File: config.mk
export PLATFORM = sky130hd
export DESIGN_NAME = bs_slot_scheduler_flat
export DESIGN_NICKNAME = d
export VERILOG_FILES = /design/src/rtl/bs_pkg.sv /design/src/rtl/bs_slot_scheduler_if.sv /design/src/rtl/cdc_direct.sv /design/src/rtl/bs_slot_scheduler.sv /design/src/flat_wrapper.sv
export SDC_FILE = /design/constraint.sdc
export NUM_CORES = 1
export LEC_CHECK = 0
export ABC_CLOCK_PERIOD_IN_PS = 3000
export BUFFER_PORTS_ARGS = -buffer_cell sky130_fd_sc_hd__buf_4
export CAP_MARGIN = 10
export CORE_UTILIZATION = 50
export DETAILED_ROUTE_END_ITERATION = 12
export GPL_TIMING_DRIVEN = 0
export PLACE_DENSITY = 0.68
export SETUP_SLACK_MARGIN = 0.1
export SYNTH_ARGS = -nofsm -noshare
export SYNTH_HDL_FRONTEND = slang
export SYNTH_SLANG_ARGS = --single-unit
File: constraint.sdc
create_clock -name clk -period 3 [get_ports clk]
set_clock_uncertainty 0.2 [all_clocks]
set_input_delay 0.3 -clock clk [delete_from_list [all_inputs] [get_ports clk]]
set_output_delay 0.3 -clock clk [all_outputs]
set_load 0.01 [all_outputs]
File: src/rtl/bs_pkg.sv
// bs_pkg: shared FSM state type and slot-index width for the slot scheduler.
package bs_pkg;
  localparam int SLOT_IDX_W = 4;
  typedef enum logic [1:0] {WAIT_PPS, RUN, HOLD, LOST} state_t;
endpackage

File: src/rtl/bs_slot_scheduler_if.sv
// bs_slot_scheduler_if: schedule-table write/commit and PPS status bus between the config path and the scheduler.
interface bs_slot_scheduler_if #(parameter int NUM_CH = 8);
  import bs_pkg::*;
  logic                  sched_wr_en;
  logic [SLOT_IDX_W-1:0] sched_wr_slot;
  logic [NUM_CH-1:0]     sched_wr_mask;
  logic                  sched_commit;
  logic                  err_clr;
  logic                  commit_pending;
  logic                  pps_early;
  logic                  pps_lost;
  modport master (
    output sched_wr_en, sched_wr_slot, sched_wr_mask, sched_commit, err_clr,
    input  commit_pending, pps_early, pps_lost
  );
  modport slave (
    input  sched_wr_en, sched_wr_slot, sched_wr_mask, sched_commit, err_clr,
    output commit_pending, pps_early, pps_lost
  );
endinterface

File: src/rtl/cdc_direct.sv
// cdc_direct: two-flop synchronizer for quasi-static or slow asynchronous levels.
module cdc_direct #(parameter int WIDTH = 1) (
  input  logic             clk,
  input  logic             rst_n,
  input  logic [WIDTH-1:0] d,
  output logic [WIDTH-1:0] q
);
  logic [WIDTH-1:0] meta;
  always_ff @(posedge clk or negedge rst_n)
    if (!rst_n) begin
      meta <= '0;
      q <= '0;
    end else begin
      meta <= d;
      q <= meta;
    end
endmodule

File: src/rtl/bs_slot_scheduler.sv
// bs_slot_scheduler: PPS-aligned TDMA slot scheduler with double-buffered mask table and PPS supervision.
module bs_slot_scheduler import bs_pkg::*; #(
  parameter int NUM_CH      = 8,
  parameter int NUM_SLOTS   = 4,
  parameter int SLOT_CYCLES = 40920000,
  parameter int PPS_MARGIN  = 81840
) (
  input  logic                  clk,
  input  logic                  rst_n,
  input  logic                  pps_in,
  input  logic [NUM_CH-1:0]     global_enable,
  bs_slot_scheduler_if.slave    cfg,
  output logic [NUM_CH-1:0]     channel_enable_o,
  output logic                  slot_start,
  output logic [SLOT_IDX_W-1:0] slot_idx
);
  localparam int IW = (NUM_SLOTS > 1) ? $clog2(NUM_SLOTS) : 1;
  localparam int CW = $clog2(SLOT_CYCLES);
  localparam int WW = $clog2(PPS_MARGIN + 1);
  localparam logic [CW-1:0]         CYC_LAST  = CW'(SLOT_CYCLES - 1);
  localparam logic [WW-1:0]         WD_END    = WW'(PPS_MARGIN);
  localparam logic [SLOT_IDX_W-1:0] LAST_SLOT = SLOT_IDX_W'(NUM_SLOTS - 1);

  logic pps_sync, pps_d, pps_edge;
  logic wr_ok, copy;
  logic [NUM_CH-1:0] shadow [NUM_SLOTS];
  logic [NUM_CH-1:0] active [NUM_SLOTS];
  state_t state, state_n;
  logic [CW-1:0] cyc_ctr, cyc_n;
  logic [WW-1:0] wd_ctr, wd_n;
  logic [SLOT_IDX_W-1:0] slot_n;
  logic [IW-1:0] nxt_i;
  logic [NUM_CH-1:0] en_n;
  logic start_n, early_n, pend_n;

  cdc_direct #(.WIDTH(1)) u_pps_sync (.clk(clk), .rst_n(rst_n), .d(pps_in), .q(pps_sync));

  always_ff @(posedge clk or negedge rst_n)
    if (!rst_n) begin
      pps_d <= 1'b0;
      pps_edge <= 1'b0;
    end else begin
      pps_d <= pps_sync;
      pps_edge <= pps_sync & ~pps_d;
    end

  // A commit arriving on the PPS edge itself is applied at that edge.
  assign copy  = pps_edge & (cfg.commit_pending | cfg.sched_commit);
  assign wr_ok = cfg.sched_wr_en && (int'(cfg.sched_wr_slot) < NUM_SLOTS);
  assign nxt_i = slot_idx[IW-1:0] + IW'(1);

  // Copy reads the pre-write shadow, so a same-cycle write only lands in shadow.
  always_ff @(posedge clk or negedge rst_n)
    if (!rst_n) begin
      for (int i = 0; i < NUM_SLOTS; i++) begin
        shadow[i] <= '0;
        active[i] <= '0;
      end
    end else begin
      if (copy) active <= shadow;
      if (wr_ok) shadow[cfg.sched_wr_slot[IW-1:0]] <= cfg.sched_wr_mask;
    end

  always_comb begin
    state_n = state;
    slot_n  = slot_idx;
    cyc_n   = cyc_ctr;
    wd_n    = wd_ctr;
    en_n    = channel_enable_o;
    start_n = 1'b0;
    early_n = (cfg.pps_early & ~cfg.err_clr) | (pps_edge & (state == RUN));
    pend_n  = ~copy & (cfg.commit_pending | cfg.sched_commit);
    if (pps_edge) begin
      state_n = RUN;
      slot_n  = '0;
      cyc_n   = '0;
      start_n = 1'b1;
      en_n    = (copy ? shadow[0] : active[0]) & global_enable;
    end else if (state == RUN) begin
      if (cyc_ctr != CYC_LAST) cyc_n = cyc_ctr + CW'(1);
      else if (slot_idx == LAST_SLOT) begin
        state_n = HOLD;
        wd_n    = '0;
        en_n    = '0;
      end else begin
        slot_n  = slot_idx + SLOT_IDX_W'(1);
        cyc_n   = '0;
        start_n = 1'b1;
        en_n    = active[nxt_i] & global_enable;
      end
    end else if (state == HOLD) begin
      wd_n = wd_ctr + WW'(1);
      state_n = (wd_n == WD_END) ? LOST : HOLD;
    end
  end

  always_ff @(posedge clk or negedge rst_n)
    if (!rst_n) begin
      state <= WAIT_PPS;
      slot_idx <= '0;
      cyc_ctr <= '0;
      wd_ctr <= '0;
      channel_enable_o <= '0;
      slot_start <= 1'b0;
      cfg.commit_pending <= 1'b0;
      cfg.pps_early <= 1'b0;
      cfg.pps_lost <= 1'b0;
    end else begin
      state <= state_n;
      slot_idx <= slot_n;
      cyc_ctr <= cyc_n;
      wd_ctr <= wd_n;
      channel_enable_o <= en_n;
      slot_start <= start_n;
      cfg.commit_pending <= pend_n;
      cfg.pps_early <= early_n;
      cfg.pps_lost <= (state_n == LOST);
    end
endmodule

File: src/flat_wrapper.sv
// flat-port wrapper written by rule: the top's interface ports become plain ports
module bs_slot_scheduler_flat import bs_pkg::*;
#(
  parameter int NUM_CH      = 8,
  parameter int NUM_SLOTS   = 4,
  parameter int SLOT_CYCLES = 40920000,
  parameter int PPS_MARGIN  = 81840
)
  (clk, rst_n, pps_in, global_enable, channel_enable_o, slot_start, slot_idx, cfg_sched_wr_en, cfg_sched_wr_slot, cfg_sched_wr_mask, cfg_sched_commit, cfg_err_clr, cfg_commit_pending, cfg_pps_early, cfg_pps_lost);
  bs_slot_scheduler_if #(.NUM_CH(NUM_CH)) cfg_i ();
  input  logic clk;
  input  logic rst_n;
  input  logic pps_in;
  input  logic [NUM_CH-1:0] global_enable;
  output logic [NUM_CH-1:0] channel_enable_o;
  output logic slot_start;
  output logic [SLOT_IDX_W-1:0] slot_idx;
  input wire logic [$bits(cfg_i.sched_wr_en)-1:0] cfg_sched_wr_en;
  input wire logic [$bits(cfg_i.sched_wr_slot)-1:0] cfg_sched_wr_slot;
  input wire logic [$bits(cfg_i.sched_wr_mask)-1:0] cfg_sched_wr_mask;
  input wire logic [$bits(cfg_i.sched_commit)-1:0] cfg_sched_commit;
  input wire logic [$bits(cfg_i.err_clr)-1:0] cfg_err_clr;
  output wire logic [$bits(cfg_i.commit_pending)-1:0] cfg_commit_pending;
  output wire logic [$bits(cfg_i.pps_early)-1:0] cfg_pps_early;
  output wire logic [$bits(cfg_i.pps_lost)-1:0] cfg_pps_lost;
  assign cfg_i.sched_wr_en = cfg_sched_wr_en;
  assign cfg_i.sched_wr_slot = cfg_sched_wr_slot;
  assign cfg_i.sched_wr_mask = cfg_sched_wr_mask;
  assign cfg_i.sched_commit = cfg_sched_commit;
  assign cfg_i.err_clr = cfg_err_clr;
  assign cfg_commit_pending = cfg_i.commit_pending;
  assign cfg_pps_early = cfg_i.pps_early;
  assign cfg_pps_lost = cfg_i.pps_lost;
  bs_slot_scheduler #(.NUM_CH(NUM_CH), .NUM_SLOTS(NUM_SLOTS), .SLOT_CYCLES(SLOT_CYCLES), .PPS_MARGIN(PPS_MARGIN)) u_core (.clk(clk), .rst_n(rst_n), .pps_in(pps_in), .global_enable(global_enable), .cfg(cfg_i), .channel_enable_o(channel_enable_o), .slot_start(slot_start), .slot_idx(slot_idx));
endmodule
==> run metrics, run 1 <==
FFs w/ async S/R, synth 100%; largest area contributor in the netlist dfrtp_1; pwr dens between 600 and 700 nW/um2; Post-Synth XOR/XNOR Area under 10%; post-synthesis simple-gate area fraction between 15 and 20%; max cap viols 0; max frequency between 300 and 400 MHz; leakage power around 3.1 nW; Max Transition Viols Final 0; unrepaired setup endpoints after global routing false; area grow syn2layout 22.6%; Setup Viol. Count Final 0; Max IR drop VDD just over 0.5 mV; Detail Placement HPWL slightly above 9000 um; CTS root buf clkbuf_16; Filler Cells Inserted 881; IO Pins 42; top post-synthesis cells by area dfrtp_1, mux2_2, mux4_2; CTS buffer count 17; Synth warnings 0; CTS tree yes; num rows 39; PortBufs roughly 40; Post-CTS Setup Bufs 0; Final Hold Viols 0; ANT nets after route 0; vias 4543; Post-synth top cells dfrtp_1, mux2_2, nor2_1, nand2_1, nand3_1; footprint of the multi-input gates 2680 um2; Seq/Total Area, Yosys ~54%; Chip Height approximately 110 um; CP Data Arrival Time roughly 2.9 ns; violated checks design-rule violations; drt drc 1; final wirelength between 10000 and 15000 um; H-tree depth 4; DP Cell Count approximately 720; Crit Path Max Fanout 10; Crit Path Category register to register; share of layout cells above drive strength 1 between 20% and 30%; drt first pass iters 8; Worst setup SP type register; Final TNS setup 0 ns; Sink Count approximately 130; DR WL/cell 17.9 um; mux cell area share after synthesis 15.3%; largest net degree at the start of global routing 79; number of global-route vias before repair 4554; Cells after Synth between 500 and 600; die area ~13000 um2; gpl congestion approximately 0.87; syn avg cell area around 11 um2; grt ovf 0; Mapped Area slightly above 6000 um2; minimum clock period 2.78 ns; post-synth cell types 50; initial antenna violation count 0; CP required around 3.1 ns; Starting Density between 50% and 60%; Final Cycle Share 92.6%; Synth Area in Compound Gates 7.16%; deepest clock path buffer count 2; #FFs+latches synth ~130; top_reg_cell synth dfrtp_1; count leader, synth dfrtp_1; number of diodes 0; CTS clk-pin slew, worst paths around 0.06 ns; main combinational cell family by area after synthesis simple AND/OR/NAND/NOR gates; Placeable Area between 10000 and 15000 um2; worst-margin pin slew about 0.91 ns; outcome complete, but fails checks; first-pass GRT wire length around 23000 um; via/cell ratio between 5 and 6; Skew-Pair Late Insertion Delay 0.43 ns; Synth top area share between 50% and 60%; worst rel slew slack around two fifths; 1st-iter DRT viols ~290; Hold WC Path Type primary input to register; Crit. End Element register; post-synthesis adder-cell area fraction less than 1%; register area between 3000 and 4000 um2; GRT Util Overall approximately a quarter; EDFF count, synth 0; Die Width around 110 um; Non-Filler Instances approximately 770; # nets final approximately 650; syn nets 565
## layout make-up
cell class | instances | area share, %
clock buffer | 21 | 6.23
inverter | 11 | 0.558
multi-input combinational | 370 | 36.3
tap | 143 | 2.42
clock inverter | 11 | 2.08
sequential | 129 | 43.6
timing repair buffer | 63 | 7.39
buffer | 26 | 1.40
## power by group
group	switching, mW	total, mW	internal, mW
clock	0.784	2.14	1.36
sequential	0.164	2.20	2.04
combinational	0.228	0.578	0.351
## cell usage in the layout, fill, tap and decap left out, types with 6 or more instances in the layout
master	instances
nand4_1	19
nor2b_1	6
nor2_1	46
nand3_1	26
nor4_1	10
nand2_1	38
xnor2_1	19
mux4_2	8
inv_1	11
buf_4	41
nor3_1	9
mux2_2	64
or4_1	9
clkbuf_1	20
dfrtp_1	129
a21oi_1	21
a31oi_1	18
dlygate4sd3_1	20
o21ai_0	9
clkbuf_16	17
## worst max-delay path: stages, from the launching register on
cell and delay (ns):
dfrtp_1 0.43, or4_1 0.57, or3_4 0.44, or3_1 0.38, clkbuf_1 0.29, o21ai_0 0.25
a21oi_1 0.09
## sequential cells by signal, summed over array words and instances, names as in the netlist
register and flops:
u_core.wd_ctr 17, u_core.state 2, u_core.pps_d 1, u_core.shadow 32
u_core.cyc_ctr 26, u_core.u_pps_sync.meta 1, u_core.cfg.pps_early 1, u_core.cfg.commit_pending 1
u_core.slot_idx 4, u_core.channel_enable_o 8, u_core.cfg.pps_lost 1, u_core.active 32
u_core.u_pps_sync.q 1, u_core.pps_edge 1, u_core.slot_start 1
## routing by layer
metal	routed length (um)	vias to the layer above	global-route usage [%]
met1	6410	2294	31.8
li1	-	2139	-
met2	6700	92	38.8
met3	522	18	6.37
met5	0	-	0
met4	225	0	8.29
## path summary, 6_finish.rpt
kind                                                   from                        endpoint  slack, ns  depth (start not counted)
max                          u_core.cyc_ctr[10]$_DFFE_PN0P_  u_core.slot_idx[3]$_DFFE_PN0P_       0.22                          6
min                                    cfg_sched_wr_slot[1]   u_core.shadow[31]$_DFFE_PN0P_       0.14                          3
max reg2reg                  u_core.cyc_ctr[10]$_DFFE_PN0P_  u_core.slot_idx[3]$_DFFE_PN0P_       0.22                          6
min reg2reg                u_core.u_pps_sync.meta$_DFF_PN0_   u_core.u_pps_sync.q$_DFF_PN0_       0.16                          0
max in group asynchronous                             rst_n     u_core.slot_start$_DFF_PN0_       1.66                          3
min in group asynchronous                             rst_n   u_core.wd_ctr[10]$_DFFE_PN0P_       0.18                          2
## repair_timing
item / in CTS / in global routing
pin swaps: 0 / 1
endpoints found under the setup margin: 25 / 8
hold buffers: 20 / 0
endpoints found under the hold margin: 94 / 0
resized for setup: 4 / 1
## per-stage QoR
stage	area, um2	utilization, %	power [mW]	setup WS (ns)	hold slack (ns)
floorplan	6030	-	2.56	0.444	-0.196
global placement	6520	56.4	2.74	0.0819	0.135
detailed placement	6560	56.7	2.79	0.0724	0.0810
CTS	7390	63.9	4.95	0.171	0.135
global route	7400	64.0	5.11	0.119	0.154
finish	7400	64.0	4.92	0.223	0.141
## kinds of logic after synthesis
| kind of cell | Yosys count |
|---|---|
| AOI/OAI and AO/OA | 69 |
| and+or+nand+nor | 201 |
| xor gates and xnor gates | 23 |
| adders and majority gates | 3 |
| DFF | 129 |
| buffers and inverters | 37 |
| muxes | 74 |
(Power assumes the default switching activity.)
==> run 2: changes to the inputs <==
--- a/config.mk
+++ b/config.mk
@@ -5,12 +5,13 @@
 export SDC_FILE = /design/constraint.sdc
 export NUM_CORES = 1
 export LEC_CHECK = 0
-export ABC_CLOCK_PERIOD_IN_PS = 3000
+export ABC_CLOCK_PERIOD_IN_PS = 3260
 export BUFFER_PORTS_ARGS = -buffer_cell sky130_fd_sc_hd__buf_4
 export CAP_MARGIN = 10
 export CORE_UTILIZATION = 50
 export DETAILED_ROUTE_END_ITERATION = 12
 export GPL_TIMING_DRIVEN = 0
+export MAX_ROUTING_LAYER = met4
 export PLACE_DENSITY = 0.68
 export SETUP_SLACK_MARGIN = 0.1
 export SYNTH_ARGS = -nofsm -noshare
==> constraint.sdc (replaced) <==
create_clock -name clk -period 3.26 [get_ports clk]
set_clock_uncertainty 0.2 [all_clocks]
set_input_delay 0.326 -clock clk [delete_from_list [all_inputs] [get_ports clk]]
set_output_delay 0.326 -clock clk [all_outputs]
set_load 0.01 [all_outputs]
==> run 2 against run 1 <==
- the run still ends with design-rule violations left
- count of clock-buffer cells in the layout up 1
- hold slack better by 0.0072 ns
- setup slack worse by 0.023 ns
- critical endpoint is now u_core.active[4]$_DFFE_PN0P_
- largest power group unchanged
==> run metrics, run 2 (synthesis results as in run 1) <==
outcome complete, but fails checks; violated checks design-rule violations; setup slack after layout roughly 0.2 ns; deepest clock path buffer count 2; number of global-route vias before repair about 4700; Gate power share 11.9%; GRT Util Overall 25.7%; Final Hold Viols 0; dpl cell area 6560 um2; CP max stage cell buf_1; Post-CTS Setup Bufs 0; final wirelength roughly 14000 um; CTS buffer count 17; minimum clock period a little over 3 ns; drt drc 1; Core Util, Final roughly 64%; Max Transition Viols Final 0; Sink Count 129; CP required between 3 and 4 ns; via/cell ratio around 5.9; worst rel slew slack about two fifths; Cell Int Power around 3.4 mW; gpl congestion 0.884; CTS clk-pin slew, worst paths ~0.060 ns; vias 4573; Worst setup SP type primary input; Placeable Area 11600 um2; ANT nets after route 0; grt ovf 0; Final TNS setup 0 ns; Final Cycle Share 93.9%; pwr dens ~610 nW/um2; most common cell after layout, fill and taps aside dfrtp_1; unrepaired setup endpoints after global routing false; Hold WC Path Type primary input to register; Crit Path Max Fanout 10; crit-path max cell delay approximately 0.62 ns; Die Width 112 um; Design Area, Final 7380 um2; Sw Ratio 24.1%; crit path cell chain dlygate4sd3_1, buf_4, o21ai_1, clkbuf_1, buf_1, mux2_2; initial antenna violation count 0; IO Pins 42; first-pass GRT wire length 23900 um; most frequent cells in the layout dfrtp_1, mux2_2, nor2_1; leakage power ~3.1 nW; number of diodes 0; post-place setup slack around 0.27 ns; PortBufs 41; max cap viols 0; die area between 10000 and 15000 um2; DR WL/cell 18.2 um; area grow syn2layout 22.4%; Sequential Power Share between 40% and 50%; CP Data Arrival Time around 3.2 ns; largest registers u_core.active: 32 flops, u_core.shadow: 32 flops, u_core.cyc_ctr: 26 flops; Clock Power Share about 43%; Chip Height roughly 110 um; # nets final 647; max frequency between 300 and 400 MHz; Starting Density 52.1%; largest net degree at the start of global routing between 70 and 80; Crit. End Element register; share of layout cells above drive strength 1 25.2%; net switching power 1.08 mW; CTS root buf clkbuf_16; worst-margin pin slew 0.905 ns; Detail Placement HPWL about 9300 um; drt first pass iters 11; Max IR drop VDD 0.466 mV; Setup Viol. Count Final 0; num rows 39; H-tree depth 4; 1st-iter DRT viols approximately 290; CTS tree yes; Skew-Pair Late Insertion Delay roughly 0.42 ns; Crit Path Category primary input to register
run 2: cell type report:
class / instances / area (um2)
plain buffers: 26 / 101
multi-input cells: 370 / 2680
inverters: 11 / 41.3
clock inverters: 10 / 123
clock buffers: 22 / 484
fillers: 937 / 4180
flip-flops and latches: 129 / 3230
repair buffers: 63 / 544
well taps: 143 / 179
run 2: critical path: cells and delay by family:
kind,cells,cell delay (ns)
buffers and inverters,4,1.86
AOI/OAI and AO/OA,1,0.56
muxes,1,0.42
run 2: metal layers:
metal,routed length (um),vias up,GRT usage [%]
li1,-,2135,-
met1,6210,2308,32.9
met3,686,19,5.33
met5,0,-,-
met4,259,0,9.91
met2,6950,111,40.2
run 2: worst paths after layout:
check,end,cells after the start,slack (ns),start
worst max-delay path,u_core.active[4]$_DFFE_PN0P_,6,0.20,cfg_sched_commit
worst min-delay path,u_core.shadow[31]$_DFFE_PN0P_,3,0.15,cfg_sched_wr_slot[1]
worst max register to register,u_core.active[4]$_DFFE_PN0P_,5,0.30,u_core.pps_edge$_DFF_PN0_
worst min register to register,u_core.u_pps_sync.q$_DFF_PN0_,0,0.15,u_core.u_pps_sync.meta$_DFF_PN0_
max in group asynchronous,u_core.cyc_ctr[15]$_DFFE_PN0P_,3,1.86,rst_n
min in group asynchronous,u_core.wd_ctr[8]$_DFFE_PN0P_,2,0.26,rst_n
run 2: stage by stage:
stage | total power, mW | cells | hold WS (ns)
5_1_grt | 4.67 | 774 | 0.155
2_1_floorplan | 2.35 | 536 | -0.170
6_report | 4.49 | 774 | 0.148
3_3_place_gp | 2.52 | 720 | 0.136
4_1_cts | 4.53 | 774 | 0.132
3_5_place_dp | 2.57 | 722 | 0.126
run 2: repair_timing:
action                                 4_1_cts  5_1_grt
setup endpoints to repair                    0        5
endpoints found under the hold margin      101        0
hold buffers                                20        0
resized for setup                            0        2
run 2: power by group through the flow:
stage | Sequential [mW] | Clock (mW) | Combinational, mW
after global placement | 2.03 | 0 | 0.491
after detailed placement | 2.05 | 0 | 0.517
after CTS | 2.03 | 1.96 | 0.542
after floorplan | 2.00 | 0 | 0.349
after global routing | 2.06 | 2.01 | 0.594
final | 2.03 | 1.93 | 0.535
==> run 3: changes to the inputs <==
--- a/config.mk
+++ b/config.mk
@@ -12,8 +12,10 @@
 export DETAILED_ROUTE_END_ITERATION = 12
 export GPL_TIMING_DRIVEN = 0
 export MAX_ROUTING_LAYER = met4
-export PLACE_DENSITY = 0.68
+export PLACE_DENSITY_LB_ADDON = 0.25
+export REMOVE_ABC_BUFFERS = 1
 export SETUP_SLACK_MARGIN = 0.1
 export SYNTH_ARGS = -nofsm -noshare
 export SYNTH_HDL_FRONTEND = slang
 export SYNTH_SLANG_ARGS = --single-unit
+export TNS_END_PERCENT = 20
==> run 3 against run 2 <==
- the flow still finishes with violations (design-rule violations)
- critical endpoint is now u_core.cyc_ctr[19]$_DFFE_PN0P_
- first-iteration DRC count fell by 27%
- largest cell class unchanged
- cell area fell by 1.2%
- critical path depth fell by 1
- critical path type is now register to register
- count of clock-buffer cells in the layout fell by 3
- cell count fell by 3.4%
- largest power group unchanged
- via count fell by 2.5%
- combinational power fell by 2%
- setup slack got worse by 0.056 ns
==> run metrics, run 3 (synthesis results as in run 1) <==
Sw Ratio between 20% and 30%; deepest clock path buffer count 2; Hold WC Path Type primary input to register; pwr dens 609 nW/um2; post-place setup slack -0.159 ns; Starting Density a little over half; drt first pass iters 11; worst hold start global_enable[1]; Crit Path Max Fanout 13; IO Pins 42; area grow syn2layout 21.0%; Skew-Pair Late Insertion Delay 0.42 ns; share of layout cells above drive strength 1 about a quarter; 1st-iter DRT viols around 210; final wirelength 13300 um; setup slack after layout about 0.14 ns; Setup Viol. Count Final 0; leakage power 3.10 nW; Die Width around 110 um; die area approximately 13000 um2; gpl congestion about 0.9; Worst setup SP type register; Cell Int Power approximately 3.4 mW; outcome complete, but fails checks; reg2reg start u_core.cyc_ctr[10]$_DFFE_PN0P_; # nets final just over 600; CP Data Arrival Time roughly 3.2 ns; Gate power share 11.8%; crit-path max cell delay 0.62 ns; number of diodes 0; CTS tree yes; max frequency between 300 and 400 MHz; H-tree depth 4; Detail Placement HPWL about 8400 um; Clock Power Share a little over two fifths; minimum clock period between 3 and 4 ns; number of global-route vias before repair between 4000 and 5000; via/cell ratio 5.96; CP required 3.34 ns; largest net degree at the start of global routing 72; ANT nets after route 0; CP max stage cell o21ai_2; drt drc 2; Max Transition Viols Final 0; Fin Hold WS roughly 0.015 ns; final total power ~4.4 mW; most common cell after layout, fill and taps aside dfrtp_1; GRT Util Overall 23.1%; largest registers u_core.active: 32 flops, u_core.shadow: 32 flops, u_core.cyc_ctr: 26 flops; Max IR drop VDD 0.452 mV; CTS buffer count 17; Chip Height about 110 um; vias roughly 4500; Placeable Area between 10000 and 15000 um2; dpl cell area 6490 um2; grt ovf 0; Sink Count approximately 130; max cap viols 0; first-pass GRT wire length between 20000 and 25000 um; unrepaired setup endpoints after global routing true; Final Hold Viols 0; worst-margin pin slew around 1.0 ns; Design Area, Final between 7000 and 8000 um2; Sequential Power Share 45.7%; Worst Setup SP u_core.cyc_ctr[10]$_DFFE_PN0P_; DP Cell Count 697; crit path cell chain or4_1, or3_4, or3_1, o21ai_2, nor2_1; Crit Path Category register to register; net switching power ~1.1 mW; Non-Filler Instances between 700 and 800; Final Cycle Share between 90% and 100%; PortBufs 41; Crit. End Element register; violated checks design-rule violations; worst rel slew slack 31.0%; num rows 39; DR WL/cell roughly 18 um; initial antenna violation count 0; most frequent cells in the layout dfrtp_1, mux2_2, nor2_1; Filler Cells Inserted slightly above 900; CTS root buf clkbuf_16; CTS clk-pin slew, worst paths 0.06 ns
## run 3: final timing paths
path,end,slack (ns),cells past startpoint
min reg2reg,u_core.u_pps_sync.q$_DFF_PN0_,0.16,0
min in group asynchronous,u_core.wd_ctr[14]$_DFFE_PN0P_,0.25,2
max,u_core.cyc_ctr[19]$_DFFE_PN0P_,0.14,5
min,u_core.channel_enable_o[1]$_DFFE_PN0P_,0.02,3
max in group asynchronous,u_core.channel_enable_o[3]$_DFFE_PN0P_,1.89,3
max reg2reg,u_core.cyc_ctr[19]$_DFFE_PN0P_,0.14,5
## run 3: power by group through the flow
stage          clock network, mW  logic, mW  registers, mW
6_report                    1.89      0.525           2.03
4_1_cts                     1.92      0.530           2.03
5_1_grt                     1.99      0.576           2.06
3_3_place_gp                   0      0.478           2.03
3_5_place_dp                   0      0.506           2.06
2_1_floorplan                  0      0.345           2.01
## run 3: worst max-delay path: cells and delay by family, from the launching register on
kind | cells | cell delay (ns)
and+or+nand+nor | 4 | 1.74
AOI/OAI and AO/OA | 1 | 0.62
DFF | 1 | 0.43
## run 3: routing by layer
metal / vias up / wire length, um / GRT usage (%)
li1: 2091 / - / -
met1: 2237 / 6140 / 28.9
met2: 114 / 6420 / 36.5
met3: 15 / 532 / 5.55
met4: 0 / 178 / 8.65
met5: - / 0 / -
## run 3: repair_timing
action | in CTS | in global routing
hold endpoints to repair | 99 | 0
endpoints found under the setup margin | 41 | 31
buffers inserted | 0 | 0
hold buffers | 18 | 0
gates cloned | 0 | 1
pin swaps | 0 | 1
gates resized for setup | 2 | 3
## run 3: stage by stage
step	utilization (%)	TNS [ns]
final	63.1	0
after global routing	63.1	0
after CTS	62.9	0
after detailed placement	56.1	-2.71
after global placement	55.5	-11.20
after floorplan	-	0
## run 3: layout make-up
| type | count | area [um2] | area share [%] |
|---|---|---|---|
| multi-input combinational | 371 | 2700 | 37.1 |
| clock buffer | 19 | 443 | 6.07 |
| inverter | 11 | 41.3 | 0.566 |
| sequential | 129 | 3230 | 44.3 |
| clock inverter | 13 | 150 | 2.06 |
| tap | 143 | 179 | 2.45 |
| timing repair buffer | 62 | 547 | 7.49 |
